$ cat src/rtl/spi_slave_regif.sv
// SPI slave to register-bus bridge: write frames, MISO readback, selectable CPOL/CPHA and bit order.
// Optional feature macro SPI_BURST_EN: multi-word frames with auto-incrementing register address.
module spi_slave_regif #(
    parameter int unsigned ADDR_W    = 8,
    parameter int unsigned DATA_W    = 32,
    parameter bit          CPOL      = 1'b0,
    parameter bit          CPHA      = 1'b0,
    parameter bit          LSB_FIRST = 1'b1
) (
    input  logic              clk,
    input  logic              rst,
    input  logic              spi_sclk,
    input  logic              spi_cs_n,
    input  logic              spi_mosi,
    output logic              spi_miso,
    output logic              spi_miso_oe,
    output logic [ADDR_W-1:0] reg_addr,
    output logic [DATA_W-1:0] reg_wdata,
    input  logic [DATA_W-1:0] reg_rdata,
    output logic              reg_write,
    output logic              reg_read,
    output logic              frame_err,
    output logic              busy
);
    localparam int unsigned MAX_W = (DATA_W > ADDR_W) ? DATA_W : ADDR_W;
    localparam int unsigned CNT_W = $clog2(MAX_W) + 1;

    typedef enum logic [2:0] {IDLE, CMD, ADDR, DATA, DONE} state_t;

    state_t              state, state_nx;
    logic [1:0]          sclk_sy, cs_sy, mosi_sy;
    logic                sclk_d, cs_d;
    logic [CNT_W-1:0]    cnt;
    logic                rw;
    logic [ADDR_W-1:0]   addr_sh;
    logic [DATA_W-1:0]   data_sh;
    logic [DATA_W-1:0]   tx_sh;
    logic                rd_d;
`ifndef SPI_BURST_EN
    logic                extra;
`endif

    logic sclk_rise_c, sclk_fall_c, lead_c, trail_c, sample_c, shift_c;
    logic cs_fall_c, cs_rise_c, mosi_c;
    logic addr_last_c, data_last_c, err_c;
    logic [ADDR_W-1:0] addr_in_c;
    logic [DATA_W-1:0] data_in_c, tx_next_c;
    logic rdata_first_c, tx_second_c;

    // Edge decode on the synchronised pins; sample/shift edges follow the SPI mode.
    assign sclk_rise_c = sclk_sy[1] & ~sclk_d;
    assign sclk_fall_c = ~sclk_sy[1] & sclk_d;
    assign lead_c      = CPOL ? sclk_fall_c : sclk_rise_c;
    assign trail_c     = CPOL ? sclk_rise_c : sclk_fall_c;
    assign sample_c    = CPHA ? trail_c : lead_c;
    assign shift_c     = CPHA ? lead_c : trail_c;
    assign cs_fall_c   = cs_d & ~cs_sy[1];
    assign cs_rise_c   = ~cs_d & cs_sy[1];
    assign mosi_c      = mosi_sy[1];

    assign addr_in_c     = LSB_FIRST ? {mosi_c, addr_sh[ADDR_W-1:1]} : {addr_sh[ADDR_W-2:0], mosi_c};
    assign data_in_c     = LSB_FIRST ? {mosi_c, data_sh[DATA_W-1:1]} : {data_sh[DATA_W-2:0], mosi_c};
    assign tx_next_c     = LSB_FIRST ? {1'b0, tx_sh[DATA_W-1:1]} : {tx_sh[DATA_W-2:0], 1'b0};
    assign tx_second_c   = LSB_FIRST ? tx_sh[1] : tx_sh[DATA_W-2];
    assign rdata_first_c = LSB_FIRST ? reg_rdata[0] : reg_rdata[DATA_W-1];

    always_ff @(posedge clk) begin
        if (rst) state <= IDLE;
        else     state <= state_nx;
    end

    always_comb begin
        state_nx    = state;
        addr_last_c = 1'b0;
        data_last_c = 1'b0;
        err_c       = 1'b0;
        case (state)
            IDLE: if (cs_fall_c) state_nx = CMD;
            CMD: begin
                if (cs_rise_c) begin
                    state_nx = IDLE;
                    err_c    = 1'b1;
                end else if (sample_c) state_nx = ADDR;
            end
            ADDR: begin
                if (cs_rise_c) begin
                    state_nx = IDLE;
                    err_c    = 1'b1;
                end else if (sample_c && cnt == CNT_W'(ADDR_W - 1)) begin
                    state_nx    = DATA;
                    addr_last_c = 1'b1;
                end
            end
            DATA: begin
                if (cs_rise_c) begin
                    state_nx = IDLE;
                    err_c    = 1'b1;
                end else if (sample_c && cnt == CNT_W'(DATA_W - 1)) begin
                    state_nx    = DONE;
                    data_last_c = 1'b1;
                end
            end
            DONE: begin
                if (cs_rise_c) begin
                    state_nx = IDLE;
`ifndef SPI_BURST_EN
                    err_c    = extra;
`endif
                end
`ifdef SPI_BURST_EN
                else if (sample_c) state_nx = DATA;
`endif
            end
            default: state_nx = IDLE;
        endcase
    end

    always_ff @(posedge clk) begin
        if (rst) begin
            sclk_sy     <= '0;
            cs_sy       <= '0;
            mosi_sy     <= '0;
            sclk_d      <= 1'b0;
            cs_d        <= 1'b0;
            cnt         <= '0;
            rw          <= 1'b0;
            addr_sh     <= '0;
            data_sh     <= '0;
            tx_sh       <= '0;
            rd_d        <= 1'b0;
`ifndef SPI_BURST_EN
            extra       <= 1'b0;
`endif
            spi_miso    <= 1'b0;
            spi_miso_oe <= 1'b0;
            reg_addr    <= '0;
            reg_wdata   <= '0;
            reg_write   <= 1'b0;
            reg_read    <= 1'b0;
            frame_err   <= 1'b0;
            busy        <= 1'b0;
        end else begin
            sclk_sy   <= {sclk_sy[0], spi_sclk};
            cs_sy     <= {cs_sy[0], spi_cs_n};
            mosi_sy   <= {mosi_sy[0], spi_mosi};
            sclk_d    <= sclk_sy[1];
            cs_d      <= cs_sy[1];
            busy      <= ~cs_sy[1];
            rd_d      <= reg_read;
            reg_write <= 1'b0;
            reg_read  <= 1'b0;
            frame_err <= err_c;
            case (state)
                IDLE: begin
                    cnt <= '0;
`ifndef SPI_BURST_EN
                    extra <= 1'b0;
`endif
                end
                CMD: if (sample_c) begin
                    rw  <= mosi_c;
                    cnt <= '0;
                end
                ADDR: if (sample_c) begin
                    addr_sh <= addr_in_c;
                    cnt     <= cnt + CNT_W'(1);
                    if (addr_last_c) begin
                        cnt      <= '0;
                        reg_addr <= addr_in_c;
                        reg_read <= rw;
                    end
                end
                DATA: begin
                    if (sample_c) begin
                        data_sh <= data_in_c;
                        cnt     <= cnt + CNT_W'(1);
                        if (data_last_c) begin
                            cnt <= '0;
                            if (!rw) begin
                                reg_wdata <= data_in_c;
                                reg_write <= 1'b1;
                            end
`ifdef SPI_BURST_EN
                            else begin
                                reg_read <= 1'b1;
                                reg_addr <= reg_addr + ADDR_W'(1);
                            end
`endif
                        end
                    end
                    // The shift edge before the first data sample must not consume bit 0.
                    if (shift_c && rw && cnt != '0) begin
                        tx_sh    <= tx_next_c;
                        spi_miso <= tx_second_c;
                    end
                end
                DONE: if (sample_c) begin
`ifdef SPI_BURST_EN
                    data_sh <= data_in_c;
                    cnt     <= CNT_W'(1);
                    if (!rw) reg_addr <= reg_addr + ADDR_W'(1);
`else
                    extra <= 1'b1;
`endif
                end
                default: ;
            endcase
            if (rd_d && state_nx != IDLE) begin
                tx_sh       <= reg_rdata;
                spi_miso    <= rdata_first_c;
                spi_miso_oe <= 1'b1;
            end
            if (state_nx == IDLE) begin
                spi_miso    <= 1'b0;
                spi_miso_oe <= 1'b0;
            end
`ifndef SPI_BURST_EN
            else if (data_last_c) begin
                spi_miso    <= 1'b0;
                spi_miso_oe <= 1'b0;
            end
`endif
        end
    end

endmodule

$ cat config.mk
export PLATFORM = sky130hd
export DESIGN_NAME = spi_slave_regif
export DESIGN_NICKNAME = d
export VERILOG_FILES = /design/src/rtl/spi_slave_regif.sv
export SDC_FILE = /design/constraint.sdc
export NUM_CORES = 1
export LEC_CHECK = 0
export ABC_AREA = 0
export CORE_ASPECT_RATIO = 1.25
export CORE_MARGIN = 4
export CORE_UTILIZATION = 54
export DETAILED_ROUTE_END_ITERATION = 12
export PLACE_DENSITY = 0.77
export SETUP_SLACK_MARGIN = 0.5
export SYNTH_ARGS = -nofsm -noshare
export SYNTH_HDL_FRONTEND = slang
export SYNTH_SLANG_ARGS = --single-unit
$ cat constraint.sdc
create_clock -name clk -period 2.4 [get_ports clk]
set_clock_uncertainty 0.1 [all_clocks]
set_input_delay 0.36 -clock clk [delete_from_list [all_inputs] [get_ports clk]]
set_output_delay 0.36 -clock clk [all_outputs]
set_load 0.05 [all_outputs]
==> results.toml <==
[run_status]
status = "completed"

[place]
place_congestion = 0.923
numPortBuffers = 82
pre_cts_slack_ns = 0.215
dpl_cell_area_sq_um = 6480
post-place-cells = 800
post-dp-hpwl_um = 7200

[worst_setup_path]
rrSetupSlack_ns = 0.36
rr_startpoint = "cnt[0]$_SDFFE_PP0P_"
critPathLaunch = "cnt[0]$_SDFFE_PP0P_"
crit_type = "flop to flop"
startpoint_type = "flop"
path_cells = "buf_12 -> ha_4 -> and2_4 -> and3_4 -> a21o_4 -> o21a_4 -> mux2_4"
crit_fanout = 8
crit_path_end_kind = "flop"
cpPeakStageDelay_ns = 0.33
critPathArrivalTime_ns = 2.23
cp_slowest_cell = "dfxtp_2"
reg2reg_depth = 7
cp_data_required_time_ns = 2.59

[sta]
setup_violations = 0
fin_crit_sh = 0.850
final_hold_viol_count = 0
slew_violations = 0
tightestPinTransition_ns = 0.651
tns_ns = 0
min_period_ns = 2.04
fmax_mhz = 490
fin_ws_ns = 0.360
slew_headroom = 0.566
rsz0062_at_grt = "true"

[floorplan]
fp.dieW_um = 98.5
fp.coreArea_sq_um = 10100
dieHeight_um = 121
ios = 83
die-area_sq_um = 11900
rows = 41
initial_core_util = 0.550

[clock_tree]
cts-buffers-inserted = 17
path_clk_slew_ns = 0.05
clk_latency_ns = 0.41
clock-root-buffer = "clkbuf_16"
cts_tree = "yes"
htree_levels = 4
clock-sinks = 135
clockBufferDepth = 2

[pwr]
power.net_switching_mw = 1.02
p_seq_frac = 0.441
p_leak_nw = 2.98
swShare = 0.199
clock_power_share = 0.525
peakVddDrop_mv = 0.679
p_int_mw = 4.10
p_comb_frac = 0.034
cellPowerDensity_nw_per_um2 = 677

[global_routing]
grt_start_max_net_pins = 68
grt_pass1_vias = 4575
grt_use_total = 0.219
grt_pass1_wl_um = 21200
overflow = 0
antenna_found_initial = 0

[route]
wirelength_um = 13400
viasPerCell = 5.33
antenna_left = 0
drtIter0Drc = 278
first_pass_iters = 5
wl_per_cell_um = 15.6
via_count = 4572
drc = 0

[hold_path]
holdCritPathClass = "flop to flop"
hold_start = "sclk_sy[0]$_SDFF_PP0_"
min_path_cells = 1

[finish]
fin_cells = 857
syn_to_final_growth_pct = 36.6
num-fill-cells = 708
fin_area_sq_um = 7560
nNetsFinal = 755
drive_above_1_share = 0.191
antenna_cells = 0

[flow_run]
drv_cap = 0

[logic_synthesis]
synth_edf_count = 0
yosys-top-cells-area = "dfxtp_1 49%, nand2_1 9.0%, mux2i_1 8.5%, a21oi_1 6.2%, mux2_2 4.9%"
async_flop_share = 0
avgSynthCellArea_sq_um = 8.98
synth_commonest_cells = "135 x dfxtp_1, 132 x nand2_1, 68 x a21oi_1"
ys_warn_count = 0
netlist.area_leader.share = 0.489
ys_seq_area_frac = 0.489
ys_seq_elements = 135
synth_area_sq_um = 5530
netlist_instances = 616
synth.most_common_cell = "dfxtp_1"
synth_fp_nets = 655
yosysUniqueCellTypes = 46
ys.flop_type = "dfxtp_1"
synth_top_cell_by_area = "dfxtp_1"
## worst paths after layout
kind                       endpoint
max          tx_sh[15]$_SDFFE_PP0P_
min           sclk_sy[1]$_SDFF_PP0_
max reg2reg  tx_sh[15]$_SDFFE_PP0P_
min reg2reg   sclk_sy[1]$_SDFF_PP0_
## final cells by class
class / instances / area (sq um) / area share
well taps: 129 / 161 / 0.0214
repair buffers: 118 / 1200 / 0.159
clock inverters: 12 / 176 / 0.0233
clock buffers: 19 / 443 / 0.0586
flip-flops and latches: 135 / 2730 / 0.361
multi-input cells: 439 / 2830 / 0.375
inverters: 5 / 18.8 / 0.00248
## routing by layer
| metal | wire length, um | track usage | up-vias |
|---|---|---|---|
| met1 | 5510 | 0.256 | 2155 |
| li1 | - | - | 2242 |
| met3 | 639 | 0.0552 | 26 |
| met5 | 0 | 0 | - |
| met2 | 6960 | 0.376 | 149 |
| met4 | 250 | 0.102 | 0 |
## logic make-up (layout without fill, tap and decap cells)
group,count (synthesis),count (layout),share of synthesized area
buffers and inverters,45,154,0.0432
xor gates and xnor gates,5,5,0.00792
adders and majority gates,2,2,0.00452
muxes,77,77,0.149
AOI/OAI and AO/OA,84,87,0.0855
DFF,135,135,0.489
and+or+nand+nor,268,268,0.221
## flip-flops by register name (all words and copies together) (netlist names), 2 cells and up
name,flops
reg_wdata,32
data_sh,31
tx_sh,31
reg_addr,8
addr_sh,7
cnt,6
state,3
cs_sy,2
mosi_sy,2
sclk_sy,2
## placed cells by master, fill, tap and decap left out, types with 6 or more instances in the layout
cell type / instances
dlygate4sd2_1: 46
nand2_1: 131
buf_12: 6
mux2_4: 14
a21oi_1: 68
mux2i_1: 45
buf_4: 23
mux2_2: 16
clkdlybuf4s50_1: 35
nor2_1: 61
dfxtp_1: 125
dfxtp_2: 6
nor2b_1: 41
clkbuf_16: 19
## repair_timing
action	4_1_cts	5_1_grt
buffers inserted	14	5
gates resized for setup	84	18
endpoints found under the hold margin	0	0
setup endpoints to repair	115	74
hold buffers	0	0
cloned	5	2
pin swaps	9	3
## stage by stage
| stage | utilization | hold slack [ns] | total power [mW] |
|---|---|---|---|
| 2_1_floorplan | - | 0.314 | 2.38 |
| 3_3_place_gp | 0.644 | 0.320 | 2.46 |
| 3_5_place_dp | 0.644 | 0.331 | 2.46 |
| 4_1_cts | 0.734 | 0.341 | 5.16 |
| 5_1_grt | 0.752 | 0.360 | 5.27 |
| 6_report | 0.752 | 0.338 | 5.11 |
## power groups by stage
stage | combinational [mW] | clock (mW) | sequential, mW
after floorplan | 0.0743 | 0 | 2.31
after global placement | 0.154 | 0 | 2.30
after detailed placement | 0.155 | 0 | 2.30
after CTS | 0.168 | 2.74 | 2.25
after global routing | 0.188 | 2.83 | 2.25
final | 0.175 | 2.69 | 2.25
## worst max-delay path, delay by kind of cell (launching register included)
family,cells,cell delay [ns]
AND/OR/NAND/NOR,2,0.33
buffers and inverters,1,0.12
AO/OA/AOI/OAI,2,0.55
adder cells (fa/ha/maj),1,0.16
multiplexers,1,0.31
flip-flops,1,0.33
Note: power is estimated with default switching activity, not from simulation.
